===== src/rtl/uart_rx_core.sv =====
// 8N1 UART receive engine: two-flop RXD synchroniser, mid-bit sampling, LSB-first data,
// one-cycle valid or framing-error strobe per frame, and a break state that waits for idle.
module uart_rx_core #(
  parameter int unsigned CLKS_PER_BIT = 434,
  parameter int unsigned CNT_W        = 16
) (
  input  logic       urx_i_clock,
  input  logic       urx_i_reset_n,
  input  logic       urx_i_rxd,
  output logic [7:0] urx_o_data,
  output logic       urx_o_valid,
  output logic       urx_o_frame_err,
  output logic       urx_o_busy
);

  localparam logic [CNT_W-1:0] LastCnt = CNT_W'(CLKS_PER_BIT - 1);
  localparam logic [CNT_W-1:0] HalfCnt = CNT_W'(CLKS_PER_BIT / 2 - 1);

  typedef enum logic [2:0] {StIdle, StStart, StData, StStop, StBreak} state_e;

  state_e           state_q, state_d;
  logic             s1_q, s2_q;
  logic [CNT_W-1:0] cnt_q, cnt_d;
  logic [2:0]       idx_q, idx_d;
  logic [7:0]       shift_q, shift_d;
  logic [7:0]       data_q, data_d;
  logic             valid_q, valid_d;
  logic             ferr_q, ferr_d;

  always_ff @(posedge urx_i_clock or negedge urx_i_reset_n) begin
    if (!urx_i_reset_n) begin
      // Synchroniser resets to the idle line level so release never looks like a start bit
      s1_q    <= 1'b1;
      s2_q    <= 1'b1;
      state_q <= StIdle;
      cnt_q   <= '0;
      idx_q   <= '0;
      shift_q <= '0;
      data_q  <= '0;
      valid_q <= 1'b0;
      ferr_q  <= 1'b0;
    end else begin
      s1_q    <= urx_i_rxd;
      s2_q    <= s1_q;
      state_q <= state_d;
      cnt_q   <= cnt_d;
      idx_q   <= idx_d;
      shift_q <= shift_d;
      data_q  <= data_d;
      valid_q <= valid_d;
      ferr_q  <= ferr_d;
    end
  end

  always_comb begin
    state_d = state_q;
    cnt_d   = cnt_q;
    idx_d   = idx_q;
    shift_d = shift_q;
    data_d  = data_q;
    valid_d = 1'b0;
    ferr_d  = 1'b0;
    unique case (state_q)
      StIdle: begin
        if (!s2_q) begin
          state_d = StStart;
          cnt_d   = '0;
        end
      end
      StStart: begin
        if (cnt_q == HalfCnt) begin
          cnt_d = '0;
          idx_d = '0;
          // A start bit that is gone by mid-bit was a glitch
          state_d = s2_q ? StIdle : StData;
        end else begin
          cnt_d = cnt_q + 1'b1;
        end
      end
      StData: begin
        if (cnt_q == LastCnt) begin
          cnt_d          = '0;
          shift_d[idx_q] = s2_q;
          if (idx_q == 3'd7) begin
            state_d = StStop;
          end else begin
            idx_d = idx_q + 3'd1;
          end
        end else begin
          cnt_d = cnt_q + 1'b1;
        end
      end
      StStop: begin
        if (cnt_q == LastCnt) begin
          cnt_d = '0;
          if (s2_q) begin
            data_d  = shift_q;
            valid_d = 1'b1;
            state_d = StIdle;
          end else begin
            ferr_d  = 1'b1;
            state_d = StBreak;
          end
        end else begin
          cnt_d = cnt_q + 1'b1;
        end
      end
      StBreak: begin
        if (s2_q) begin
          state_d = StIdle;
        end
      end
      default: state_d = StIdle;
    endcase
  end

  always_comb begin
    urx_o_data      = data_q;
    urx_o_valid     = valid_q;
    urx_o_frame_err = ferr_q;
    urx_o_busy      = (state_q != StIdle);
  end

endmodule


===== config.mk =====
export PLATFORM = sky130hd
export DESIGN_NAME = uart_rx_core
export DESIGN_NICKNAME = d
export VERILOG_FILES = /design/src/rtl/uart_rx_core.sv
export SDC_FILE = /design/constraint.sdc
export NUM_CORES = 1
export LEC_CHECK = 0
export CAP_MARGIN = 20
export CORE_MARGIN = 2
export CORE_UTILIZATION = 40
export CTS_BUF_LIST = sky130_fd_sc_hd__clkbuf_16
export DETAILED_ROUTE_END_ITERATION = 16
export SLEW_MARGIN = 15
export SYNTH_ARGS = -nofsm -noshare
export SYNTH_HDL_FRONTEND = slang
export SYNTH_SLANG_ARGS = --single-unit
export TNS_END_PERCENT = 1

===== constraint.sdc =====
create_clock -name urx_i_clock -period 2 [get_ports urx_i_clock]
set_input_delay 0.6 -clock urx_i_clock [delete_from_list [all_inputs] [get_ports urx_i_clock]]
set_output_delay 0.6 -clock urx_i_clock [all_outputs]
set_load 0.02 [all_outputs]

Word level (Yosys, flattened, before mapping). Cells that the tools add are included. Widths: inputs -> output; s select.

Add/subtract/negate cells: 2. Multiply operators: 0. Divide/modulo/power cells: 0. Order comparisons: 2. Equality and inequality tests: 14. Shift-type cells: 0. Muxes and demuxes: 26. Bitwise logic cells: 0. Reduce and logical (&&, ||, !) cells: 11.

Operators with widths (number): $mux 16 (3); $pmux 16 s3 (1); $mux 3 (10); $add 16x1->16 const B (1); $eq 16x8->1 const B (1); $eq 16x9->1 const B (1); $pmux 3 s5 (1); $ne 2x2->1 const B (7); $bwmux 8 (1); $mux 1 (7); $eq 3x2->1 const B (2); $eq 3x3->1 const B (2); $pmux 3 s2 (1); $reduce_and 6->1 (1); $reduce_bool 3->1 (2); $lt 3x4->1 const B (1); $reduce_and 2->1 (2); $reduce_and 4->1 (1); $add 3x1->3 const B (1); $demux 1 s3 (1); $eq 3x1->1 const B (1); $ge 3x1->1 const B (1); $logic_not 3->1 (1); $reduce_and 3->1 (1); 4 further kinds (4).

Register bits: 42. Latch bits: 0. Bits in writable memories: 0. ROM bits: 0. Output and inout bits: 11. Word-level logic and storage cells: 64. Memories kept: 0.

Logic depth before layout (Yosys ltp).
Word-level depth: 5. Depth in mapped cells: 9. Mapped depth without buffers: 7.

Worst setup path after synthesis. OpenSTA, ideal clock, no wires.

Path kind: reg-to-reg. From: reg cnt_q[2]. To: reg shift_q[4]. Library setup time: 0.128 ns. Arrival time: 1.838 ns. Data required time: 1.872 ns. Setup slack: 0.035 ns. Stages on the path, launching flop included: 6. Clock period less this slack: 1.965 ns. Cell sequence: dfrtp_1 > nor4_4 > nand3_1 > or4_4 > nor3b_2 > mux2_1.

Longest elaborated chain between the ends: 2.

Ends and longest elaborated chain: from (decl) (RTL line 23) `logic [CNT_W-1:0] cnt_q, cnt_d;`; from (signal assigned) (RTL line 46) `cnt_q <= cnt_d;`; $eq 16x9->1 (RTL line 81) `if (cnt_q == LastCnt) begin`; $reduce_and 2->1 (no line); to (signal assigned) (RTL line 48) `shift_q <= shift_d;`; to (decl) (RTL line 25) `logic [7:0] shift_q, shift_d;`.

Every way passes these cells. A chain may end at the register's enable or synchronous reset.

Final worst setup path.
From: reg cnt_q[14]. To: reg shift_q[4].

The elaborated chain is that of the path after synthesis.

==> flow_metrics.py <==
metrics = {
    "cts": {
        "clk_pin_slew_ps": 60,
        "htree_levels": 2,
        "clockRootBuffer": "clkbuf_16",
        "numCtsBuffers": 5,
        "clock_latency_ps": 280,
        "numClockSinks": 42,
        "cts_buffer_depth": 2,
        "cts_tree": "yes",
    },
    "global_routing": {
        "grt_max_degree": 25,
        "grt_pass1_wl_mm": 7.67,
        "first_global_vias": 1577,
        "gr-usage-all-layers_pct": 16.0,
        "antenna_found_initial": 0,
        "grt.overflow.total": 0,
    },
    "synthesis": {
        "ys_warn_count": 0,
        "ys_ff_latch": 42,
        "async_reset_ff_share_pct": 100,
        "yosysSeqAreaShare_pct": 47.9,
        "synth_ff_type": "dfrtp_1",
        "ys_types": 49,
        "syn_inst": 209,
        "syn_area_um2": 2200,
        "syn-num-nets": 217,
        "synth_edf_count": 0,
        "postSynthAreaPerCell_um2": 10.5,
    },
    "finish": {
        "diodes": 0,
        "drive_gt1_share_pct": 31.9,
        "fin_cells": 329,
        "nFillCells": 497,
        "finalInstanceArea_um2": 2860,
        "multiInputGateArea_um2": 1090,
        "seqCellArea_um2": 1050,
        "final_cell_mix": "dfrtp_1, buf_4, nand2_1",
        "final_common_cell": "dfrtp_1",
        "nets": 264,
        "syn_to_final_growth_pct": 29.7,
    },
    "route": {
        "first_pass_iters": 4,
        "final_antenna_net_count": 0,
        "drc": 0,
        "num_vias": 1746,
        "initialDrtViolationCount": 129,
        "viasPerCell": 5.31,
        "wire_per_inst_um": 13.8,
        "wirelength_mm": 4.55,
    },
    "place": {
        "place.gp.congestion": 0.779,
        "dp_slack_ps": -74.4,
        "dp_cells": 320,
        "placed_area_um2": 2670,
        "dp_hpwl_mm": 3.26,
        "port_buffers": 13,
    },
    "setup_path": {
        "slowest_delay_ps": 480,
        "critical_path_class": "reg2reg",
        "rr_endpoint": "shift_q[4]",
        "regToRegSetupSlack_ps": -60,
        "critical-path-top-delay-family": "simple AND/OR/NAND/NOR gates",
        "cp-end-kind": "flip-flop",
        "worstPathMaxFanout": 4,
        "start_kind": "flip-flop",
        "cp_cell_sequence": "nor4_4 -> nand3_2 -> or4_4 -> nor3b_2 -> mux2_4",
        "r2r_cells": 5,
        "path_buf_inv": 0,
        "cp.arrival_ps": 2220,
        "critPathRequiredTime_ps": 2170,
        "reg2reg_from": "cnt_q[14]",
        "crit_path_top_delay_cell": "or4_4",
    },
    "sta": {
        "fmax_ghz": 0.487,
        "finalWorstSetupSlack_ps": -55.1,
        "tightestPinTransition_ps": 474,
        "hold_violations": 0,
        "relSlewSlack_pct": 68.4,
        "grt_setup_unrepaired": "yes",
        "finalCritPeriodShare_pct": 103,
        "timing.hold.ws_ps": 266,
        "slew_violations": 0,
        "fin_tns_setup_ps": -97.3,
        "period_needed_ps": 2060,
        "setup_viol": 3,
        "finClkSkew_ps": 3.76,
    },
    "min_path": {
        "hold_path.class": "in2async",
    },
    "die": {
        "die_w_um": 78.2,
        "dieArea_um2": 6110,
        "die-height_um": 78.2,
        "initial_core_util_pct": 40.7,
        "core_um2": 5410,
        "rows": 27,
        "ios": 14,
    },
    "pwr": {
        "ir_drop_mv": 0.533,
        "power_leakage_nw": 1.33,
        "cellPowerDensity_nw_per_um2": 589,
    },
    "outcome": {
        "status": "finished with violations",
        "violations": "negative setup slack",
    },
    "flow_run": {
        "maxCapViolCount": 0,
    },
}
==> cell type report <==
class / instances / area share, %
clock buffers: 5 / 4.38
clock inverters: 3 / 0.745
inverters: 7 / 0.920
multi-input cells: 148 / 38.1
flip-flops and latches: 42 / 36.9
well taps: 72 / 3.16
repair buffers: 52 / 15.8
==> worst reg2reg max path, stage by stage, from the launching register on <==
cell and delay, ps:
dfrtp_1 420, nor4_4 370, nand3_2 130, or4_4 480
nor3b_2 230, mux2_4 320
==> cells by family (layout without fill, tap and decap cells) <==
| kind of cell | count (synthesis) | count (layout) | share of synthesized area, % |
|---|---|---|---|
| and+or+nand+nor | 79 | 79 | 22.1 |
| DFF | 42 | 42 | 47.9 |
| AOI/OAI and AO/OA | 41 | 41 | 12.2 |
| buffers and inverters | 19 | 67 | 3.87 |
| muxes | 17 | 17 | 8.70 |
| xor gates and xnor gates | 6 | 6 | 2.39 |
| adders and majority gates | 5 | 5 | 2.84 |
==> sequential cells by signal (all words and copies together), names as in the netlist <==
signal	count
idx_q	3
s1_q	1
state_q	3
urx_o_frame_err	1
shift_q	8
urx_o_valid	1
urx_o_data	8
cnt_q	16
s2_q	1
==> how the worst max path moves through the flow <==
stage	start	endpoint	cells past startpoint
after detailed placement	cnt_q[12]	shift_q[4]	5
after global placement	cnt_q[12]	shift_q[4]	5
after CTS	cnt_q[12]	shift_q[4]	5
after global routing	cnt_q[1]	shift_q[4]	6
after floorplan	cnt_q[2]	shift_q[4]	5
final	cnt_q[14]	shift_q[4]	5
==> routing by layer <==
| layer | global-route usage, % | routed length, µm |
|---|---|---|
| met4 | 5.79 | 68 |
| met3 | 3.45 | 136 |
| met1 | 23.5 | 2250 |
| met5 | 0 | 0 |
| met2 | 23.2 | 2100 |
==> synth_stat cells (3+ instances only) <==
master | instances | area (µm²)
a21o_1 | 3 | 22.5
a21oi_1 | 12 | 60.1
a31oi_1 | 3 | 18.8
buf_4 | 3 | 22.5
clkbuf_1 | 7 | 26.3
dfrtp_1 | 40 | 1000
ha_1 | 5 | 62.6
inv_1 | 7 | 26.3
mux2_2 | 16 | 180
nand2_1 | 18 | 67.6
nand3_1 | 12 | 60.1
nand3b_1 | 3 | 22.5
nor2_1 | 11 | 41.3
nor3_1 | 6 | 30.0
o21ai_0 | 10 | 50.1
or3_1 | 4 | 25.0
xor2_1 | 4 | 35.0
==> timing repair <==
action / 4_1_cts / 5_1_grt
gates cloned: 0 / 0
pin swaps: 0 / 5
endpoints found under the setup margin: 4 / 10
hold buffers: 0 / 0
setup buffers: 0 / 1
gates resized for setup: 1 / 10
endpoints found under the hold margin: 0 / 0
==> through the flow <==
step	utilization [%]	power [mW]
2_1_floorplan	-	0.875
3_3_place_gp	49.4	0.903
3_5_place_dp	49.4	0.903
4_1_cts	52.0	1.71
5_1_grt	52.8	1.75
6_report	52.8	1.68
==> power breakdown <==
part | switching [mW] | internal, mW
sequential | 0.00262 | 0.853
combinational | 0.0211 | 0.00916
clock | 0.334 | 0.462
total | 0.357 | 1.32
(Power assumes the default switching activity.)
